--- src/rtl/control_sequencer.sv ---
// Multi-cycle ALU control sequencer: one opcode per handshake, 1-3 EXEC steps, each emitting an ALUOp code plus datapath strobes.
// Latency: accept -> EXEC step(s) -> DONE -> IDLE, so at best one accept every 3 cycles. Backpressure: instr_ready only in IDLE; alu_busy stalls a step until the watchdog forces an advance.
// Optional ILLEGAL_TRAP_EN: illegal opcodes pulse `illegal`; otherwise they run silently as NOP.
module control_sequencer #(
    parameter int OPW       = 5,
    parameter int AOPW      = 6,
    parameter int STALL_MAX = 255
) (
    input  logic            clk,
    input  logic            rst_n,
    input  logic            instr_valid,
    output logic            instr_ready,
    input  logic [OPW-1:0]  opcode,
    input  logic            alu_busy,
    output logic [AOPW-1:0] alu_op,
    output logic            alu_op_valid,
    output logic            mem_read,
    output logic            mem_write,
    output logic            reg_write,
    output logic            flag_write,
    output logic            pc_load,
    output logic            done,
    output logic            timeout,
    output logic            illegal
);

    localparam int SCW = (STALL_MAX < 1) ? 1 : $clog2(STALL_MAX + 1);
    localparam logic [SCW-1:0] STALL_LIM = SCW'(STALL_MAX);
    localparam logic [5:0] NOP_CODE = 6'b010101;

    typedef enum logic [1:0] {S_IDLE, S_EXEC, S_DONE} state_t;

    state_t         state, state_nxt;
    logic [OPW-1:0] op_q, op_nxt;
    logic [1:0]     step_q, step_nxt;
    logic [SCW-1:0] stall_q, stall_nxt;

    logic [5:0] code;
    logic [1:0] last_step;
    logic       s_mr, s_mw, s_rw, s_fw, s_pc;
    logic       wd_fire;

    // Opcode/step decode; anything outside the table falls through as a one-step NOP.
    always_comb begin
        code      = NOP_CODE;
        last_step = 2'd0;
        s_mr      = 1'b0;
        s_mw      = 1'b0;
        s_rw      = 1'b0;
        s_fw      = 1'b0;
        s_pc      = 1'b0;
        case (int'(op_q))
            0: begin
                last_step = 2'd2;
                case (step_q)
                    2'd0:    code = 6'b000000;
                    2'd1:    begin code = 6'b000001; s_mr = 1'b1; end
                    default: begin code = 6'b000010; s_rw = 1'b1; end
                endcase
            end
            1: begin
                last_step = 2'd1;
                if (step_q == 2'd0) code = 6'b000011;
                else begin code = 6'b000100; s_mw = 1'b1; end
            end
            2:  begin code = 6'b000101; s_rw = 1'b1; end
            3:  begin code = 6'b000110; s_rw = 1'b1; end
            4:  begin code = 6'b000111; s_rw = 1'b1; end
            5:  begin code = 6'b001000; s_rw = 1'b1; end
            6:  begin code = 6'b001001; s_rw = 1'b1; end
            7:  begin code = 6'b001010; s_rw = 1'b1; end
            8:  begin code = 6'b001011; s_rw = 1'b1; end
            9:  begin code = 6'b001100; s_rw = 1'b1; end
            10: begin code = 6'b001101; s_rw = 1'b1; end
            11: begin code = 6'b001110; s_fw = 1'b1; end
            12: begin code = 6'b001111; s_rw = 1'b1; end
            13: begin code = 6'b010000; s_pc = 1'b1; end
            14: begin code = 6'b010001; s_pc = 1'b1; end
            15: begin code = 6'b010010; s_pc = 1'b1; end
            16: begin code = 6'b010011; s_rw = 1'b1; s_pc = 1'b1; end
            17: begin code = 6'b010100; s_pc = 1'b1; end
            default: code = NOP_CODE;
        endcase
    end

    always_ff @(posedge clk or negedge rst_n) begin
        if (!rst_n) begin
            state   <= S_IDLE;
            op_q    <= '0;
            step_q  <= 2'd0;
            stall_q <= '0;
        end else begin
            state   <= state_nxt;
            op_q    <= op_nxt;
            step_q  <= step_nxt;
            stall_q <= stall_nxt;
        end
    end

    always_comb begin
        state_nxt    = state;
        op_nxt       = op_q;
        step_nxt     = step_q;
        stall_nxt    = stall_q;
        instr_ready  = 1'b0;
        alu_op       = AOPW'(NOP_CODE);
        alu_op_valid = 1'b0;
        mem_read     = 1'b0;
        mem_write    = 1'b0;
        reg_write    = 1'b0;
        flag_write   = 1'b0;
        pc_load      = 1'b0;
        done         = 1'b0;
        timeout      = 1'b0;
        wd_fire      = 1'b0;
        case (state)
            S_IDLE: begin
                instr_ready = 1'b1;
                if (instr_valid) begin
                    op_nxt    = opcode;
                    step_nxt  = 2'd0;
                    stall_nxt = '0;
                    state_nxt = S_EXEC;
                end
            end
            S_EXEC: begin
                alu_op       = AOPW'(code);
                alu_op_valid = 1'b1;
                mem_read     = s_mr;
                mem_write    = s_mw;
                reg_write    = s_rw;
                flag_write   = s_fw;
                pc_load      = s_pc;
                // Watchdog only fires once the count has saturated and busy is still held.
                wd_fire      = alu_busy && (stall_q == STALL_LIM);
                timeout      = wd_fire;
                if (!alu_busy || wd_fire) begin
                    stall_nxt = '0;
                    if (step_q == last_step) state_nxt = S_DONE;
                    else                     step_nxt  = step_q + 2'd1;
                end else if (stall_q != STALL_LIM) begin
                    stall_nxt = stall_q + SCW'(1);
                end
            end
            S_DONE: begin
                done      = 1'b1;
                state_nxt = S_IDLE;
            end
            default: state_nxt = S_IDLE;
        endcase
    end

`ifdef ILLEGAL_TRAP_EN
    // stall_q is zero only on the first cycle of a step, so this is a single pulse.
    assign illegal = (state == S_EXEC) && (int'(op_q) > 18) && (stall_q == '0);
`else
    assign illegal = 1'b0;
`endif

endmodule

--- config.mk ---
export PLATFORM = sky130hd
export DESIGN_NAME = control_sequencer
export DESIGN_NICKNAME = d
export VERILOG_FILES = /design/src/rtl/control_sequencer.sv
export SDC_FILE = /design/constraint.sdc
export NUM_CORES = 1
export LEC_CHECK = 0
export ABC_CLOCK_PERIOD_IN_PS = 1700
export BUFFER_PORTS_ARGS = -buffer_cell sky130_fd_sc_hd__buf_2
export CAP_MARGIN = 20
export CORE_MARGIN = 4
export CORE_UTILIZATION = 48
export DETAILED_ROUTE_END_ITERATION = 8
export GPL_TIMING_DRIVEN = 0
export PLACE_DENSITY = 0.74
export RECOVER_POWER = 50
export SETUP_SLACK_MARGIN = 0.05
export SLEW_MARGIN = 5
export SYNTH_ARGS = -nofsm -noshare
export SYNTH_HDL_FRONTEND = slang
export SYNTH_SLANG_ARGS = --single-unit
--- constraint.sdc ---
create_clock -name clk -period 1.7 [get_ports clk]
set_input_delay 0.255 -clock clk [delete_from_list [all_inputs] [get_ports clk]]
set_output_delay 0.255 -clock clk [all_outputs]
set_load 0.05 [all_outputs]
# Yosys cells after proc, flatten, opt, wreduce, memory -nomap -nowiden
# Index checks and enable logic that the tools add are counted.
# classes
n_addsub	2
n_eq_ne	28
mux	34
n_reduce_logical	14
# op_table
cell	count
$pmux W6 S18	1
$eq A5 B4 Y1 const B	8
$mux W8	3
$eq A5 B3 Y1 const B	4
$mux W1	16
$pmux W2 S2	4
$pmux W8 S2	1
$mux W2	6
$reduce_or A11 Y1	1
$eq A5 B2 Y1 const B	2
$eq A5 B5 Y1 const B	2
$add A8 B1 Y8 const B	1
$eq A8 B8 Y1 const B	1
$ne A2 B2 Y1 const B	4
$ne A8 B8 Y1 const B	1
$mux W6	1
$reduce_and A3 Y1	2
$eq A5 B1 Y1 const B	1
$logic_not A5 Y1	1
$reduce_or A5 Y1	1
$eq A2 B1 Y1 const B	2
$logic_not A2 Y1	2
$reduce_and A4 Y1	1
$mux W3	1
11 further kinds	11
# totals
register_bits	17
out_inout_bits	16
elab_cells	82

# Depth between registers and ports, before layout
# depth
ltp_word	6
depth_mapped	7
ltp_nobuf	7

# Least setup slack after synthesis
# OpenSTA, ideal clock, no wires.
# synth_timing
path_type	register to output
start	register state[1]
end	output port flag_write
t_arrival_ns	2.925
t_required_ns	1.445
setup_slack_ns	-1.480
path_stages_with_launch	6
n_path_buf	1
path_cell_list	dfrtp_1 nand2b_1 inv_2 clkbuf_1 nand2_1 nor4_1
# synth_between
elab_chain_cells	2
# synth_lines
element	line_no	text
start: declaration	33	state_t state, state_nxt;
start signal: assignment	93	state <= state_nxt;
$eq A2 B1 Y1	116	case (state)
$mux W1	116	
end: declaration	20	output logic flag_write,
# Every way passes these cells.

# Final worst setup path
# layout_timing
start	register op_q[3]
end	output port mem_write
# layout_between
elab_chain_cells	3
# layout_lines
element	line_no	text
start: declaration	34	logic [OPW-1:0] op_q, op_nxt;
start signal: assignment	94	op_q <= op_nxt;
$eq A5 B1 Y1	52	case (int'(op_q))
$mux W1	52	
$mux W1	116	
end: declaration	18	output logic mem_write,
# Every way passes these cells.

==> metrics.txt <==
# DRC=0; Req. time, crit path=1.44 ns; worst-skew pair later-pin latency=0.30 ns; Post-Synthesis Cells=147; Routability Congestion=0.8112; 1st-iter DRT viols=68; GRT overflow=0; # setup viols final=16; max_cap viols=0; failing checks=negative setup slack; Die Width=57.53 um; sequential fraction of the synthesis area=36.13%; area delta synth->final=77.58%; WL/cell=19.67 um; Worst EP arrival=1.86 ns; Core Footprint=0.002276 mm2; Worst-Margin Slew=0.9831 ns; pwr dens=2067 mW/mm2; # diodes=0; Most common cell on crit path=buf_6; total die area=0.003309 mm2; CP peak stage delay=0.42 ns; Crit Path Max Fanout=4; post-synthesis cell type count=38; gr usage total=23.76%; Antenna Nets Post-Route=0; Net Sw Frac=51.04%; VDD IR max=1.865 mV; HP Class=primary input to register; net switching power of the design=0.002206 W; Crit Path Class=register to output port; number of fill cells=90; Final min period=2.117 ns; setup_tns=-3.788 ns; Syn. warnings=0; TritonCTS clock tree=built; r2r setup slk=-0.36 ns; Slew Viols, Final=0; clock sink count=17; Slowest-stage cell, CP=dfrtp_1; layout cells sized above 1=58.54%; Post-Syn Area per Cell=8.009 um2; internal power=0.002116 W; Final WS setup=-0.4168 ns; Reg clk slew, reported paths=0.10 ns; #FFs+latches synth=17; leakage=0.9031 nW; Post-DP Area=0.001480 mm2; TritonCTS Buffers=3; via count=1,430; number of port buffers=22; Setup crit start kind=register; first-pass GRT wire length=6223 um; final period utilization=124.5%; Worst Skew=0.003187 ns; crit end category=output port; EDFF count, synth=0; row count=17; Hold Violations, Final=0; status=finished with violations; detailed placement HPWL=2246 um; I/O pin count=25; top_reg_cell synth=dfrtp_1; Netlist Area Pre-Place=0.001177 mm2; die height=57.53 um; FMAX=0.4724 GHz; cell area after layout=0.002091 mm2; CTS H-tree lvls=1; unrepaired setup endpoints after global routing=true; Net count, final=219; end-of-flow core utilization=91.86%; initial antenna violation count=0; TritonRoute pass-1 iters=4; number of global-route vias before repair=1,380; slew margin rel.=34.46%; Pwr Total=0.004322 W; Max clock buf depth=2; Clock power frac=5.3%; largest net degree at the start of global routing=18; clock root buffer=clkbuf_4; asr flop ratio synth=100.0%; Initial Utilization=51.73%; wirelength, routed=4584 um; Comb power frac=79.2%; vias per cell=6.137; Flop pwr share=15.5%; critical-path cell list=buf_6, or4_4, buf_6, buf_12, nor3_4, buf_6
==> power groups by stage <==
stage	Sequential, W	Clock (W)	Combinational [W]
3_3_place_gp	0.000661	0	0.00214
5_1_grt	0.000686	0.000258	0.00362
3_5_place_dp	0.000671	0	0.00220
4_1_cts	0.000651	0.000231	0.00289
2_1_floorplan	0.000641	0	0.00181
6_report	0.000671	0.000229	0.00342
==> routing by layer <==
metal | track usage, % | wire length (um) | part of all wire [%] | vias up
met5 | 0 | 0 | 0 | -
met4 | 10.60 | 113 | 2.5 | 0
met3 | 2.941 | 192 | 4.2 | 14
met2 | 42.10 | 2496 | 54 | 65
met1 | 28.41 | 1782 | 39 | 714
li1 | - | - | - | 637
==> logic make-up (layout without fill, tap and decap cells) <==
kind of cell             Yosys count  in the layout  synth area share [%]
buffers and inverters             18             75                 7.651
AND/OR/NAND/NOR                   55             55                 22.00
multiplexers                       4              4                 3.613
AO/OA/AOI/OAI                     44             44                 23.06
adder cells (fa/ha/maj)            4              4                 4.251
XOR/XNOR                           4              4                 2.976
flip-flops                        17             17                 36.13
other                              1              2                0.3185
==> final timing paths <==
path,startpoint,endpoint,cells past startpoint
worst max-delay path,op_q[3],mem_write,6
worst min-delay path,opcode[1],op_q[1],3
worst max register to register,op_q[3],state[0],8
worst min register to register,stall_q[3],stall_q[3],1
max in group asynchronous,rst_n,step_q[0],2
min in group asynchronous,rst_n,stall_q[6],2
==> cells in the mapped netlist, drive strengths merged, types with 4 or more instances <==
library cell  instances  area (um2)
clkbuf                6       22.52
nor3                  7       40.04
a31oi                 4       25.02
nand2                18       67.56
nor2                 13       48.80
buf                   4       37.53
dfrtp                17       425.4
inv                   8       30.03
ha                    4       50.05
o21ai                19       95.09
nand3                 8       40.04
==> layout make-up <==
cell class | count | area (um2) | share of cell area [%]
multi-input combinational | 113 | 978.4 | 46.80
timing repair buffer | 55 | 460.4 | 22.02
sequential | 17 | 429.2 | 20.53
buffer | 8 | 116.4 | 5.566
inverter | 8 | 43.79 | 2.095
tap | 28 | 35.03 | 1.676
clock buffer | 3 | 22.52 | 1.077
clock inverter | 1 | 5.005 | 0.2394
==> worst max-delay path, delay by kind of cell, from the launching register on <==
| family | cells | cell delay, ns |
|---|---|---|
| DFF | 1 | 0.42 |
| buffers and inverters | 4 | 0.58 |
| and+or+nand+nor | 2 | 0.54 |
==> through the flow <==
| stage | hold WS, ns | worst slack, ns | cells |
|---|---|---|---|
| after floorplan | -0.04059 | -0.1161 | 148 |
| after global placement | 0.1959 | -0.3115 | 198 |
| after detailed placement | 0.1997 | -0.3660 | 198 |
| after CTS | 0.1440 | -0.3678 | 224 |
| after global routing | 0.1693 | -0.4682 | 233 |
| final | 0.1544 | -0.4168 | 233 |
==> timing repair <==
action	4_1_cts	5_1_grt
resized for setup	58	30
setup buffers	22	10
endpoints found under the hold margin	17	0
setup endpoints to repair	19	22
hold buffers	1	0
pin swaps	15	16
==> sequential cells by signal (all words and copies together) (netlist names) <==
signal	count
stall_q	8
op_q	5
state	2
step_q	2
==> cell usage in the layout (no fill, tap or decap), drive strengths merged, types with 3 or more instances in the layout <==
| cell type | count |
|---|---|
| buf | 57 |
| dfrtp | 17 |
| o21bai | 3 |
| a31oi | 4 |
| a21oi | 3 |
| clkbuf | 8 |
| ha | 4 |
| nor3 | 7 |
| nor2 | 13 |
| inv | 7 |
| xnor2 | 3 |
| nand2 | 18 |
| o211ai | 3 |
| nor2b | 3 |
| nand3 | 8 |
| o22ai | 3 |
| o21ai | 19 |
Note: power is estimated with default switching activity, not from simulation.
